--- config.mk ---
export PLATFORM = sky130hd
export DESIGN_NAME = hazard_forward_unit_flat
export DESIGN_NICKNAME = d
export VERILOG_FILES = /design/src/rtl/hazard_forward_if.sv /design/src/rtl/hazard_forward_unit.sv /design/src/flat_wrapper.sv
export SDC_FILE = /design/constraint.sdc
export NUM_CORES = 1
export LEC_CHECK = 0
export CAP_MARGIN = 15
export CELL_PAD_IN_SITES_DETAIL_PLACEMENT = 1
export CELL_PAD_IN_SITES_GLOBAL_PLACEMENT = 1
export CORE_MARGIN = 3
export CORE_UTILIZATION = 32
export CTS_CLUSTER_DIAMETER = 40
export DETAILED_ROUTE_END_ITERATION = 8
export PLACE_DENSITY = 0.87
export SLEW_MARGIN = 20
export SYNTH_ARGS = -nofsm -noshare
export SYNTH_HDL_FRONTEND = slang
export SYNTH_SLANG_ARGS = --single-unit
--- constraint.sdc ---
create_clock -name clk -period 2.6 [get_ports clk]
set_input_delay 0.78 -clock clk [delete_from_list [all_inputs] [get_ports clk]]
set_output_delay 0.78 -clock clk [all_outputs]
set_load 0.02 [all_outputs]
--- src/rtl/hazard_forward_if.sv ---
// Bundle between the pipeline control and the hazard/forwarding unit.
// The pipeline drives the master side and the hazard unit sits on the slave side.
interface hazard_forward_if #(
  parameter int REG_ADDR_W = 5,
  parameter int CNT_W      = 16
);
  logic                  freeze;
  logic                  flush;
  logic [REG_ADDR_W-1:0] src1;
  logic [REG_ADDR_W-1:0] src2;
  logic                  is_single_src;
  logic                  is_BNE;
  logic [REG_ADDR_W-1:0] Exe_Dest;
  logic                  Exe_WB_EN;
  logic                  Exe_MEM_R_EN;
  logic [REG_ADDR_W-1:0] Mem_Dest;
  logic                  Mem_WB_EN;
  logic [REG_ADDR_W-1:0] WB_Dest;
  logic                  WB_WB_EN;
  logic                  hazard_Detected;
  logic [1:0]            fwd_sel_src1;
  logic [1:0]            fwd_sel_src2;
  logic [CNT_W-1:0]      stall_count;

  modport master (
    output freeze, flush, src1, src2, is_single_src, is_BNE,
           Exe_Dest, Exe_WB_EN, Exe_MEM_R_EN, Mem_Dest, Mem_WB_EN, WB_Dest, WB_WB_EN,
    input  hazard_Detected, fwd_sel_src1, fwd_sel_src2, stall_count
  );

  modport slave (
    input  freeze, flush, src1, src2, is_single_src, is_BNE,
           Exe_Dest, Exe_WB_EN, Exe_MEM_R_EN, Mem_Dest, Mem_WB_EN, WB_Dest, WB_WB_EN,
    output hazard_Detected, fwd_sel_src1, fwd_sel_src2, stall_count
  );
endinterface

--- src/rtl/hazard_forward_unit.sv ---
// Hazard detection, multi-cycle load-use stall and EXE forwarding selects for the
// 5-stage MIPS pipeline, placed between ID and the ID/EXE register.
module hazard_forward_unit #(
  parameter int REG_ADDR_W = 5,
  parameter int FORWARD_EN = 1,
  parameter int LOAD_STALL = 1,
  parameter int CNT_W      = 16
) (
  input  logic             clk,
  input  logic             rst,
  hazard_forward_if.slave  bus
);

  typedef enum logic {IDLE, LSTALL} state_t;

  localparam logic [3:0] REMAIN_LOAD = 4'(LOAD_STALL - 1);
  localparam bit         MULTI_STALL = (LOAD_STALL > 1);

  state_t                state, state_nxt;
  logic [3:0]            remain, remain_nxt;
  logic [REG_ADDR_W-1:0] exe_src1, exe_src2;
  logic                  exe_use2;
  logic [CNT_W-1:0]      stall_cnt;

  logic use2, m_e, m_m, load_use, det, hazard;

  function automatic logic reg_match(input logic [REG_ADDR_W-1:0] r,
                                     input logic [REG_ADDR_W-1:0] d,
                                     input logic                  en);
    return (r != '0) && (r == d) && en;
  endfunction

  always_comb begin
    use2     = bus.is_BNE | ~bus.is_single_src;
    m_e      = reg_match(bus.src1, bus.Exe_Dest, bus.Exe_WB_EN) |
               (use2 & reg_match(bus.src2, bus.Exe_Dest, bus.Exe_WB_EN));
    m_m      = reg_match(bus.src1, bus.Mem_Dest, bus.Mem_WB_EN) |
               (use2 & reg_match(bus.src2, bus.Mem_Dest, bus.Mem_WB_EN));
    load_use = m_e & bus.Exe_MEM_R_EN;
    if (FORWARD_EN == 0)
      det = m_e | m_m;
    else
      det = load_use | (bus.is_BNE & (m_e | m_m));
  end

  // ---- stall FSM: state register ----
  always_ff @(posedge clk) begin
    if (!rst) begin
      state  <= IDLE;
      remain <= '0;
    end else begin
      state  <= state_nxt;
      remain <= remain_nxt;
    end
  end

  // ---- stall FSM: next state (a taken branch kills any pending stall) ----
  always_comb begin
    state_nxt  = state;
    remain_nxt = remain;
    if (bus.flush) begin
      state_nxt  = IDLE;
      remain_nxt = '0;
    end else if (!bus.freeze) begin
      case (state)
        IDLE: begin
          if (load_use && MULTI_STALL) begin
            state_nxt  = LSTALL;
            remain_nxt = REMAIN_LOAD;
          end
        end
        LSTALL: begin
          if (remain == 4'd1) begin
            state_nxt  = IDLE;
            remain_nxt = '0;
          end else begin
            remain_nxt = remain - 4'd1;
          end
        end
        default: begin
          state_nxt  = IDLE;
          remain_nxt = '0;
        end
      endcase
    end
  end

  // ---- stall FSM: outputs (forced low while reset is held) ----
  always_comb begin
    hazard = rst & ~bus.flush & (det | (state == LSTALL));
  end

  // ---- ID -> EXE boundary: operand tracking, bubble on stall or flush ----
  always_ff @(posedge clk) begin
    if (!rst) begin
      exe_src1 <= '0;
      exe_src2 <= '0;
      exe_use2 <= 1'b0;
    end else if (!bus.freeze) begin
      if (bus.flush || hazard) begin
        exe_src1 <= '0;
        exe_src2 <= '0;
        exe_use2 <= 1'b0;
      end else begin
        exe_src1 <= bus.src1;
        exe_src2 <= bus.src2;
        exe_use2 <= use2;
      end
    end
  end

  always_ff @(posedge clk) begin
    if (!rst)
      stall_cnt <= '0;
    else if (hazard && !bus.freeze && (stall_cnt != '1))
      stall_cnt <= stall_cnt + CNT_W'(1);
  end

  // MEM result is younger than WB, so it wins when both match.
  always_comb begin
    bus.fwd_sel_src1 = 2'd0;
    bus.fwd_sel_src2 = 2'd0;
    if (FORWARD_EN != 0) begin
      if (reg_match(exe_src1, bus.Mem_Dest, bus.Mem_WB_EN))
        bus.fwd_sel_src1 = 2'd1;
      else if (reg_match(exe_src1, bus.WB_Dest, bus.WB_WB_EN))
        bus.fwd_sel_src1 = 2'd2;
      if (exe_use2) begin
        if (reg_match(exe_src2, bus.Mem_Dest, bus.Mem_WB_EN))
          bus.fwd_sel_src2 = 2'd1;
        else if (reg_match(exe_src2, bus.WB_Dest, bus.WB_WB_EN))
          bus.fwd_sel_src2 = 2'd2;
      end
    end
  end

  assign bus.hazard_Detected = hazard;
  assign bus.stall_count     = stall_cnt;

endmodule

--- src/flat_wrapper.sv ---
// flat-port wrapper written by rule: the top's interface ports become plain ports
module hazard_forward_unit_flat 
#(
  parameter int REG_ADDR_W = 5,
  parameter int FORWARD_EN = 1,
  parameter int LOAD_STALL = 1,
  parameter int CNT_W      = 16
)
  (clk, rst, bus_freeze, bus_flush, bus_src1, bus_src2, bus_is_single_src, bus_is_BNE, bus_Exe_Dest, bus_Exe_WB_EN, bus_Exe_MEM_R_EN, bus_Mem_Dest, bus_Mem_WB_EN, bus_WB_Dest, bus_WB_WB_EN, bus_hazard_Detected, bus_fwd_sel_src1, bus_fwd_sel_src2, bus_stall_count);
  hazard_forward_if #(.REG_ADDR_W(REG_ADDR_W), .CNT_W(CNT_W)) bus_i ();
  input  logic clk;
  input  logic rst;
  input wire logic [$bits(bus_i.freeze)-1:0] bus_freeze;
  input wire logic [$bits(bus_i.flush)-1:0] bus_flush;
  input wire logic [$bits(bus_i.src1)-1:0] bus_src1;
  input wire logic [$bits(bus_i.src2)-1:0] bus_src2;
  input wire logic [$bits(bus_i.is_single_src)-1:0] bus_is_single_src;
  input wire logic [$bits(bus_i.is_BNE)-1:0] bus_is_BNE;
  input wire logic [$bits(bus_i.Exe_Dest)-1:0] bus_Exe_Dest;
  input wire logic [$bits(bus_i.Exe_WB_EN)-1:0] bus_Exe_WB_EN;
  input wire logic [$bits(bus_i.Exe_MEM_R_EN)-1:0] bus_Exe_MEM_R_EN;
  input wire logic [$bits(bus_i.Mem_Dest)-1:0] bus_Mem_Dest;
  input wire logic [$bits(bus_i.Mem_WB_EN)-1:0] bus_Mem_WB_EN;
  input wire logic [$bits(bus_i.WB_Dest)-1:0] bus_WB_Dest;
  input wire logic [$bits(bus_i.WB_WB_EN)-1:0] bus_WB_WB_EN;
  output wire logic [$bits(bus_i.hazard_Detected)-1:0] bus_hazard_Detected;
  output wire logic [$bits(bus_i.fwd_sel_src1)-1:0] bus_fwd_sel_src1;
  output wire logic [$bits(bus_i.fwd_sel_src2)-1:0] bus_fwd_sel_src2;
  output wire logic [$bits(bus_i.stall_count)-1:0] bus_stall_count;
  assign bus_i.freeze = bus_freeze;
  assign bus_i.flush = bus_flush;
  assign bus_i.src1 = bus_src1;
  assign bus_i.src2 = bus_src2;
  assign bus_i.is_single_src = bus_is_single_src;
  assign bus_i.is_BNE = bus_is_BNE;
  assign bus_i.Exe_Dest = bus_Exe_Dest;
  assign bus_i.Exe_WB_EN = bus_Exe_WB_EN;
  assign bus_i.Exe_MEM_R_EN = bus_Exe_MEM_R_EN;
  assign bus_i.Mem_Dest = bus_Mem_Dest;
  assign bus_i.Mem_WB_EN = bus_Mem_WB_EN;
  assign bus_i.WB_Dest = bus_WB_Dest;
  assign bus_i.WB_WB_EN = bus_WB_WB_EN;
  assign bus_hazard_Detected = bus_i.hazard_Detected;
  assign bus_fwd_sel_src1 = bus_i.fwd_sel_src1;
  assign bus_fwd_sel_src2 = bus_i.fwd_sel_src2;
  assign bus_stall_count = bus_i.stall_count;
  hazard_forward_unit #(.REG_ADDR_W(REG_ADDR_W), .FORWARD_EN(FORWARD_EN), .LOAD_STALL(LOAD_STALL), .CNT_W(CNT_W)) u_core (.clk(clk), .rst(rst), .bus(bus_i));
endmodule
==> flow_summary.toml <==
[power_and_ir_drop]
irDropWorstVdd_uv = 241
p_leak_nw = 1.49
powerDensity_nw_per_um2 = 347
total_power_mw = 1.24

[sta]
rsz0062_at_grt = "true"
drv_slew = 0
finalCriticalPeriod_ns = 2.98
min_period_over_period_pct = 115
hold_violations = 0
slew_headroom_pct = 65.9
tns_ns = -3.65
max_freq_mhz = 335
layout_setup_ws_ns = -0.382
worst_slew_pin_slew_ns = 0.511
finalSetupViolCount = 16
fin_worst_skew_ns = 0.0114

[floorplanning]
die_w_um = 85.7
die_h_um = 85.7
coreArea_sq_um = 6030
io_pins = 56
fp-row-count = 28
start_util_pct = 33.7
die-area_sq_um = 7350

[critical_path]
cp_num_cells = 7
r2r.worst_path.cells = 9
reg2reg_to = "u_core.bus.stall_count[11]"
setup.worst_path.end = "bus_hazard_Detected"
required_ns = 1.82
path_max_fanout = 3
slowest_stage = "or4_4"
rr_startpoint = "u_core.bus.stall_count[0]"
startpoint = "bus_src1[4]"
path_cells = "buf_6, xnor2_2, nand3_1, or4_4, a211o_1, nand2_4, buf_6"
r2r_setup_slack_ns = 0.44
critPathLaunchType = "primary input"
path_delay_family = "simple AND/OR/NAND/NOR gates"
crit_type = "in -> out"
end_kind = "output port"
worst-path-buf-inv = 2
critPathMaxStageDelay_ns = 0.50
path_common_cell = "buf_6"
cp.arrival_ns = 2.20

[clocking]
clkTransAtPathRegs_ns = 0.06
clock_path_buffers = 2
cts_buffers = 5
ctsHoldBuffers = 0
insertion_delay_ns = 0.29
cts_tree = "done"
htree_levels = 2
root_buffer = "clkbuf_8"
clock-sinks = 32

[global_routing]
antenna_found_initial = 0
grt_pass1_wl_um = 15500
grt_max_degree = 21
grt.overflow.total = 0
track_usage_pct = 27.8
grt_pass1_vias = 2834

[finish]
antenna_cells = 0
nets = 396
area_growth_pct = 75.3
instances_no_fill = 434
drive_gt1_share_pct = 39.8
final_util_pct = 59.2
nFillCells = 683
mostFrequentLayoutCell = "buf_4"
final_cell_mix = "buf_4 (60), dfxtp_1 (29), clkdlybuf4s50_1 (20), xnor2_1 (18), nand2_1 (17)"

[routing]
viasPerCell = 5.79
drt_wl_total_um = 10700
firstDrtPassIters = 4
vias = 2514
wire_per_inst_um = 24.7
drt_iter0_drc = 204
ant_nets = 0
drc = 0

[yosys]
synth_cells = 238
syn_area_sq_um = 2030
synth-seq-cells = 32
synth_cell_types = 41
yosysSeqAreaShare_pct = 31.5
avgSynthCellArea_sq_um = 8.54
synth_fp_nets = 276
yosysWarningCount = 0

[job]
maxCapViolations = 0

[place]
place_inst = 413
pre_cts_slack_ns = -1.23
gp_congestion = 0.915
port_buffers = 55
dpl.hpwl_um = 6470

[status]
violations = "negative setup slack"
status = "finished, violations left"

[hold_path]
hp-class = "reg -> reg"
[state kept, by name, indices dropped and copies added (netlist names)]
| register | count |
|---|---|
| u_core.bus.stall_count | 16 |
| u_core.exe_src1 | 5 |
| u_core.exe_src2 | 5 |
| u_core.exe_use2 | 1 |
| u_core.remain | 4 |
| u_core.state | 1 |
[routing by layer]
metal	wire length, um	vias to the layer above	track usage, %
li1	-	1093	-
met1	4010	1271	30.1
met2	5710	114	51.0
met3	529	36	4.90
met4	451	0	14.8
met5	0	-	0
[cell families (layout without fill, tap and decap cells)]
group / Yosys count / in the layout / synth area share, %
adder cells (fa/ha/maj): 3 / 3 / 1.85
buffers and inverters: 19 / 140 / 3.88
AO/OA/AOI/OAI: 41 / 41 / 15.8
XOR/XNOR: 40 / 40 / 17.2
AND/OR/NAND/NOR: 96 / 96 / 26.3
multiplexers: 7 / 7 / 3.45
flip-flops: 32 / 32 / 31.5
[how the worst min path moves through the flow]
stage	cells past startpoint	slack, ns	from	end
floorplan	2	0.43	u_core.exe_use2	u_core.exe_use2
global placement	2	0.48	u_core.bus.stall_count[1]	u_core.bus.stall_count[1]
detailed placement	2	0.49	u_core.bus.stall_count[1]	u_core.bus.stall_count[1]
CTS	2	0.50	u_core.bus.stall_count[1]	u_core.bus.stall_count[1]
global route	2	0.53	u_core.bus.stall_count[1]	u_core.bus.stall_count[1]
finish	2	0.49	u_core.bus.stall_count[1]	u_core.bus.stall_count[1]
[final cells by class]
type | count | area, sq um | share of cell area, %
multi-input combinational | 187 | 1620 | 45.5
timing repair buffer | 121 | 1070 | 30.1
sequential | 32 | 644 | 18.1
tap | 75 | 93.8 | 2.63
clock buffer | 8 | 90.1 | 2.53
inverter | 11 | 41.3 | 1.16
[per-stage QoR]
| step | cell area, sq um | hold WS [ns] |
|---|---|---|
| 6_report | 3560 | 0.494 |
| 5_1_grt | 3560 | 0.531 |
| 4_1_cts | 3380 | 0.497 |
| 3_5_place_dp | 3070 | 0.486 |
| 3_3_place_gp | 3070 | 0.480 |
| 2_1_floorplan | 2060 | 0.433 |
[synth_stat cells]
library cell,n,area (sq um)
a211oi_1,1,7.51
o21ai_0,2,10.0
nand3_1,11,55.1
nor3b_1,2,15.0
nand4_1,11,68.8
a22o_1,10,87.6
inv_1,11,41.3
a21bo_2,1,10.0
nor4_1,5,31.3
o41ai_1,2,17.5
nor3_4,1,16.3
buf_1,1,3.75
dfxtp_1,32,641
a41o_1,1,10.0
a31oi_4,1,21.3
and4b_1,1,10.0
and2_1,1,6.26
xnor2_1,27,236
or4_1,5,37.5
xor2_1,13,114
o211ai_1,1,7.51
ha_1,3,37.5
a31oi_1,1,6.26
a21oi_1,11,55.1
nand2_1,17,63.8
clkbuf_1,6,22.5
nor3_1,6,30.0
buf_6,1,11.3
nor2b_1,3,18.8
o311ai_2,1,16.3
and3_1,11,68.8
nor2_1,12,45.0
nand2_2,3,18.8
o31ai_1,2,15.0
a21boi_2,1,11.3
nand2b_1,5,31.3
o21a_1,2,15.0
mux2i_1,7,70.1
a21o_1,3,22.5
a211o_1,1,8.76
and4_1,2,17.5
[tightest hold or removal path, cell delays in order (launching register included)]
cell	delay, ns
dfxtp_1	0.33
nand3_1	0.07
nand2_1	0.05
[power by group]
| part | switching (mW) | internal [mW] | total (mW) |
|---|---|---|---|
| Clock | 0.192 | 0.216 | 0.408 |
| Combinational | 0.155 | 0.166 | 0.321 |
| Sequential | 0.00894 | 0.498 | 0.507 |
| Total | 0.356 | 0.880 | 1.24 |
[what timing repair did]
| item | 4_1_cts | 5_1_grt |
|---|---|---|
| setup endpoints to repair | 32 | 29 |
| pin swaps | 29 | 25 |
| gates resized for setup | 142 | 47 |
| endpoints found under the hold margin | 0 | 0 |
| setup buffers | 11 | 5 |
Note: power is estimated with default switching activity, not from simulation.
